==> config.mk <==
export PLATFORM = sky130hd
export DESIGN_NAME = video_timing_gen
export DESIGN_NICKNAME = d
export VERILOG_FILES = /design/src/rtl/video_timing_gen.sv
export SDC_FILE = /design/constraint.sdc
export NUM_CORES = 1
export LEC_CHECK = 0
export BUFFER_PORTS_ARGS = -buffer_cell sky130_fd_sc_hd__clkbuf_2
export CORE_MARGIN = 3
export CORE_UTILIZATION = 32
export DETAILED_ROUTE_END_ITERATION = 6
export SLEW_MARGIN = 20
export SYNTH_ARGS = -nofsm -noshare
export SYNTH_HDL_FRONTEND = slang
export SYNTH_SLANG_ARGS = --single-unit
==> constraint.sdc <==
create_clock -name clk -period 2.9 [get_ports clk]
set_clock_uncertainty 0.15 [all_clocks]
set_input_delay 0.58 -clock clk [delete_from_list [all_inputs] [get_ports clk]]
set_output_delay 0.58 -clock clk [all_outputs]
set_load 0.005 [all_outputs]
==> src/rtl/video_timing_gen.sv <==
// video_timing_gen: parametrised raster timing generator.
// A clock divider produces the pixel enable; the H/V counters, sync, blank,
// display-enable and strobe outputs are all registered from next-state
// counter values so they move together with no skew. A latched active-low
// interrupt is raised at the start of a chosen line and cleared by irq_ack.

module video_timing_gen #(
  parameter int CLK_DIV  = 4,
  parameter int H_ACTIVE = 256,
  parameter int H_FP     = 16,
  parameter int H_SYNC   = 32,
  parameter int H_BP     = 80,
  parameter int V_ACTIVE = 224,
  parameter int V_FP     = 16,
  parameter int V_SYNC   = 8,
  parameter int V_BP     = 16,
  parameter int HS_POL   = 0,
  parameter int VS_POL   = 0,
  parameter int IRQ_LINE = 224,
  parameter int HW       = 9,
  parameter int VW       = 9
) (
  input  logic          clk,
  input  logic          rst,
  output logic          pix_ce,
  output logic [HW-1:0] hcount,
  output logic [VW-1:0] vcount,
  output logic          hsync,
  output logic          vsync,
  output logic          hblank,
  output logic          vblank,
  output logic          de,
  output logic          tile_load,
  output logic          line_start,
  output logic          frame_start,
  output logic          irq_n,
  input  logic          irq_ack
);

  localparam int H_TOTAL = H_ACTIVE + H_FP + H_SYNC + H_BP;
  localparam int V_TOTAL = V_ACTIVE + V_FP + V_SYNC + V_BP;
  localparam int DW      = (CLK_DIV > 1) ? $clog2(CLK_DIV) : 1;

  localparam logic [DW-1:0] DIV_LAST = DW'(CLK_DIV - 1);
  localparam logic [HW-1:0] H_LAST   = HW'(H_TOTAL - 1);
  localparam logic [HW-1:0] H_ACT    = HW'(H_ACTIVE);
  localparam logic [HW-1:0] HS_BEG   = HW'(H_ACTIVE + H_FP);
  localparam logic [HW-1:0] HS_END   = HW'(H_ACTIVE + H_FP + H_SYNC);
  localparam logic [VW-1:0] V_LAST   = VW'(V_TOTAL - 1);
  localparam logic [VW-1:0] V_ACT    = VW'(V_ACTIVE);
  localparam logic [VW-1:0] VS_BEG   = VW'(V_ACTIVE + V_FP);
  localparam logic [VW-1:0] VS_END   = VW'(V_ACTIVE + V_FP + V_SYNC);
  localparam logic [VW-1:0] IRQ_V    = VW'(IRQ_LINE);
  localparam logic          HS_ON    = (HS_POL != 0);
  localparam logic          VS_ON    = (VS_POL != 0);

  // Parameter sanity checks, reported while elaborating
  if (CLK_DIV < 1) begin : g_err_div
    $error("video_timing_gen: CLK_DIV must be at least 1");
  end
  if (HW < 3) begin : g_err_hw
    $error("video_timing_gen: HW must be at least 3 for the tile strobe");
  end
  if (H_TOTAL > (1 << HW)) begin : g_err_htot
    $error("video_timing_gen: H_TOTAL does not fit in HW bits");
  end
  if (V_TOTAL > (1 << VW)) begin : g_err_vtot
    $error("video_timing_gen: V_TOTAL does not fit in VW bits");
  end
  if (IRQ_LINE >= V_TOTAL) begin : g_err_irq
    $error("video_timing_gen: IRQ_LINE must be below V_TOTAL");
  end
  if (H_FP == 0 || H_SYNC == 0 || H_BP == 0 ||
      V_FP == 0 || V_SYNC == 0 || V_BP == 0) begin : g_err_porch
    $error("video_timing_gen: porch and sync widths must be non-zero");
  end

  logic [DW-1:0] div;
  logic [DW-1:0] div_next;
  logic          ce_next;
  logic          h_wrap;
  logic          v_wrap;
  logic [HW-1:0] h_next;
  logic [VW-1:0] v_next;
  logic          irq_set;

  // Next-state of divider and raster counters; counters only move on pixel enables
  always_comb begin
    div_next = (div == DIV_LAST) ? '0 : div + 1'b1;
    ce_next  = (div_next == DIV_LAST);
    h_wrap   = ce_next && (hcount == H_LAST);
    v_wrap   = h_wrap && (vcount == V_LAST);
    h_next   = hcount;
    v_next   = vcount;
    if (ce_next) begin
      h_next = h_wrap ? '0 : hcount + 1'b1;
    end
    if (h_wrap) begin
      v_next = v_wrap ? '0 : vcount + 1'b1;
    end
    irq_set  = h_wrap && (v_next == IRQ_V);
  end

  // Registered counters, decodes and strobes, all derived from next-state values
  always_ff @(posedge clk or posedge rst) begin
    if (rst) begin
      div         <= '0;
      pix_ce      <= 1'b0;
      hcount      <= '0;
      vcount      <= '0;
      hblank      <= 1'b0;
      vblank      <= 1'b0;
      de          <= 1'b1;
      hsync       <= ~HS_ON;
      vsync       <= ~VS_ON;
      tile_load   <= 1'b0;
      line_start  <= 1'b0;
      frame_start <= 1'b0;
    end else begin
      div         <= div_next;
      pix_ce      <= ce_next;
      hcount      <= h_next;
      vcount      <= v_next;
      hblank      <= (h_next >= H_ACT);
      vblank      <= (v_next >= V_ACT);
      de          <= (h_next < H_ACT) && (v_next < V_ACT);
      hsync       <= ((h_next >= HS_BEG) && (h_next < HS_END)) ? HS_ON : ~HS_ON;
      vsync       <= ((v_next >= VS_BEG) && (v_next < VS_END)) ? VS_ON : ~VS_ON;
      tile_load   <= ce_next && (hcount[2:0] == 3'b111);
      line_start  <= h_wrap;
      frame_start <= v_wrap;
    end
  end

  // Interrupt latch: raised entering the IRQ line, a same-cycle ack loses to the set
  always_ff @(posedge clk or posedge rst) begin
    if (rst) begin
      irq_n <= 1'b1;
    end else if (irq_set) begin
      irq_n <= 1'b0;
    end else if (irq_ack) begin
      irq_n <= 1'b1;
    end
  end

endmodule

# == Word-level counts from Yosys, hierarchy flattened ==
# Cells that the tools add are included.
# totals
elab_cells,47
register_bits,30
out_inout_bits,28
input_bits,3
# classes
add_sub_neg,3
mux,9
reduce_logical,8
n_eq_ne,6
order_cmp,8
# ops
cell,count
9-bit 2-to-1 mux,4
9-bit by 1-bit adder with 9-bit output (second input constant),2
9-bit == test (second input constant),2
9-bit by 8-bit >= comparator with 1-bit output (second input constant),2
9-bit >= comparator (second input constant),2
9-bit by 8-bit < comparator with 1-bit output (second input constant),2
9-bit < comparator (second input constant),2
9-bit by 8-bit == test with 1-bit output (second input constant),1
1-bit logical AND,7
2-bit == test (second input constant),2
1-bit 2-to-1 mux,4
3-bit == test (second input constant),1
2-bit by 1-bit adder with 2-bit output (second input constant),1
2-bit 2-to-1 mux,1
2-bit nonzero test,1

# == Depth between registers and ports, before layout ==
# depth
word_depth,10
ltp_mapped,9
mapped_depth_nobuf,8

# == Least setup slack after synthesis ==
# Ideal clock, no wire load.
# synth_timing
path_type,flip-flop to flip-flop
from,register div[0]
to,register irq_n
stages_incl_launch_ff,10
path_buffers,1
t_arrival_ps,2280
t_required_ps,2667
path_slack_ps,386
setup_time_ps,83
period_less_slack_ps,2514
path_cell_list,dfrtp_1 inv_1 ha_1 buf_6 nand4_2 nor4_4 nand2b_1 xnor2_1 or3_1 o32a_1
# synth_via
elab_chain_len,10
word_cells_on_any_way,12
classes_between,1 x add/sub; 3 x eq/ne; 4 x mux; 4 x reduce/logical
# synth_lines
element,line_no,text
start: declaration,78,logic [DW-1:0] div;
start signal: assignment,120,div <= div_next;
2-bit by 1-bit adder with 2-bit output or 2-bit == test (tied branches),89,div_next = (div == DIV_LAST) ? '0 : div + 1'b1;
2-bit 2-to-1 mux *,89,
2-bit == test *,90,ce_next = (div_next == DIV_LAST);
named net ce_next,80,logic ce_next;
1-bit logical AND *,91,h_wrap = ce_next && (hcount == H_LAST);
1-bit logical AND,92,v_wrap = h_wrap && (vcount == V_LAST);
9-bit 2-to-1 mux,99,v_next = v_wrap ? '0 : vcount + 1'b1;
9-bit 2-to-1 mux,98,if (h_wrap) begin
9-bit by 8-bit == test with 1-bit output,101,irq_set = h_wrap && (v_next == IRQ_V);
1-bit logical AND *,101,
1-bit 2-to-1 mux or 2-bit nonzero test (tied branches),n/a,
end signal: assignment,138,irq_n <= 1'b1;
end signal: assignment,140,irq_n <= 1'b0;
end signal: assignment,142,irq_n <= 1'b1;
end: declaration,36,"output logic irq_n,"
# The timed path passes the listed nets; every way through them passes the cells marked *.
# A chain may end at the register's enable or synchronous reset.

# == Worst setup path after layout ==
# Same ends and word-level chain as after synthesis.

==> results.toml <==
[run_status]
status = "finished clean"

[grt]
grt_pass1_wl_um = 4910
antenna_found_initial = 0
grt_use_total_pct = 11.6
overflow = 0
grt_pass1_vias = 1007
grt_max_degree = 19

[drt]
vias_per_cell = 4.80
dr_total_vias = 1100
drtAntennaViolNets = 0
drt_iter0_markers = 58
firstDrtPassIters = 4
wl_per_cell_um = 12.9
drc = 0
drt-total-wl_um = 2960

[synth]
synth_area_um2 = 1500
synth.avg_cell_area_um2 = 10.8
syn_nets = 147
yosys.cell_types.count = 40
synth_ff_type = "dfrtp_1"
synth_common_cells = "26 x dfrtp_1, 13 x nand2_1, 11 x inv_1"
yosysTopAreaCellShare_pct = 43.4
synthCells = 139
yosysSeqAreaShare_pct = 50.4
synth_area_leaders = "dfrtp_1 43%, dfstp_2 7.0%, xnor2_1 5.3%, ha_1 4.2%, nand2_1 3.3%"
synth-async-reset-ratio_pct = 100
yosysWarnings = 0
synth_top_area_cell = "dfrtp_1"
ys_ff_latch = 30
yosysMostFrequentCell = "dfrtp_1"
synth-edff-count = 0

[clock_network]
post-cts-setup-buffers = 0
numCtsBuffers = 5
clock_latency_ns = 0.28
clk_pin_slew_ns = 0.06
clock_sinks = 30
cts_tree = "done"
ctsLongestPathBuffers = 2
postCtsHoldBufs = 0
h-tree-depth = 2
cts_resized = 0
clock-root-buffer = "clkbuf_8"

[critical_path]
worstPathMaxFanout = 11
cp-startpoint = "div[0]"
crit_chain = "inv_1, ha_1, nand4_2, nor3_1, a31oi_1, or3_1, o32a_1"
cp-end-kind = "register"
path_delay_family = "simple AND/OR/NAND/NOR gates"
cp.depth = 7
path_buf_inv = 1
startpoint_type = "register"
reg2reg_from = "div[0]"
reg2reg_depth = 7
timing.rr.end = "irq_n"
rrSetupSlack_ns = 0.30
crit_type = "register to register"
critPathArrivalTime_ns = 2.66
crit_path_end = "irq_n"
cpMaxStageDelayCell = "nor3_1"
critPathMaxStageDelay_ns = 0.42
critPathRequiredTime_ns = 2.95

[finish]
fillerInstances = 444
nets = 184
drive_above_1_share_pct = 29.4
diodes = 0
syn_to_final_growth_pct = 21.6
design_area_um2 = 1820
top_regs = "hcount (9), vcount (9), div (2)"

[placed_design]
hpwl_um = 2260
portBuffers = 30
routabilityCongestion = 0.791
dpl-instance-area_um2 = 1720
pre_cts_ws_ns = 0.295

[timing]
setup_tns_ns = 0
period_share_pct = 89.7
layout_min_cycle_time_ns = 2.60
tightestPinTransition_ns = 0.657
fin_ws_ns = 0.298
hold_viol = 0
slew_viol_final = 0
rsz0062_at_grt = "false"
slew_headroom_pct = 56.2
setup_viol = 0
max_freq_mhz = 384

[floorplanning]
pin_count = 31
start_util_pct = 33.8
die_w_um = 74.5
rows = 24
die_h_um = 74.5
die_area_um2 = 5550
coreArea_um2 = 4440

[power_and_ir_drop]
power.leakage_nw = 0.954
sw_frac_of_total_pct = 19.0
p_sw_uw = 158
p_per_area_nw_per_um2 = 456
max-vdd-ir-drop_mv = 0.156
seq_power_share_pct = 50.4
pwr-share-comb_pct = 1.2
p_int_uw = 673
p_clk_share_pct = 48.4

[min_path]
hp-class = "input pin to async pin"

[flow_run]
maxCapViolCount = 0
[stage by stage]
| stage | instances | utilization (%) | hold slack (ns) | power [mW] |
|---|---|---|---|---|
| floorplan | 139 | - | 0.278 | 0.433 |
| global placement | 221 | 38.6 | 0.290 | 0.437 |
| detailed placement | 221 | 38.6 | 0.295 | 0.437 |
| CTS | 229 | 41.0 | 0.237 | 0.843 |
| global route | 229 | 41.0 | 0.274 | 0.864 |
| finish | 229 | 41.0 | 0.217 | 0.831 |
[cell usage in the layout (no fill, tap or decap), types with 2 or more instances in the layout]
master,instances
clkbuf_2,30
dfrtp_1,26
nand2_1,13
inv_1,11
nor2_1,10
xnor2_1,9
nand3_1,7
o21ai_0,7
ha_1,5
clkbuf_8,5
nand2b_1,4
xor2_1,4
nor3_1,4
dfstp_2,4
and2_1,3
nor4_4,2
nand4b_1,2
nand4_1,2
o22ai_1,2
a21oi_1,2
clkinv_2,2
buf_4,2
[cell families (layout without fill, tap and decap cells)]
kind of cell | count (synthesis) | in the layout | share of synthesized area (%)
AO/OA/AOI/OAI | 17 | 17 | 7.01
XOR/XNOR | 13 | 13 | 7.59
AND/OR/NAND/NOR | 60 | 60 | 26.4
flip-flops | 30 | 30 | 50.4
multiplexers | 1 | 1 | 0.667
buffers and inverters | 13 | 51 | 3.75
adder cells (fa/ha/maj) | 5 | 5 | 4.17
[power groups by stage]
stage,Combinational (mW),Sequential (mW),Clock (mW)
floorplan,0.00621,0.426,0
global placement,0.0110,0.426,0
detailed placement,0.0111,0.426,0
CTS,0.0111,0.419,0.413
global route,0.0124,0.418,0.433
finish,0.0103,0.419,0.402
[routing by layer]
metal	wire length, µm	track usage, %	share of wire (%)	vias to the layer above
met3	69	2.84	2.3	5
met1	1490	16.3	50	517
met4	42	4.74	1.4	0
li1	-	-	-	558
met2	1360	17.3	46	20
met5	0	0	0	-
[worst min-delay path by stage]
stage,startpoint,end,cells past startpoint
floorplan,div[0],div[0],1
global placement,div[0],div[0],1
detailed placement,div[0],div[0],1
CTS,rst,hcount[1],2
global route,rst,hcount[1],2
finish,rst,hcount[1],2
[final cells by class]
cell class              instances  area, µm²  share of cell area, %
clock buffers                   5       68.8                   3.77
clock inverters                 3       40.0                   2.19
inverters                      11       41.3                   2.26
multi-input cells              96        688                   37.7
flip-flops and latches         30        756                   41.4
well taps                      52       65.1                   3.57
repair buffers                 32        165                   9.05
(Power assumes the default switching activity.)
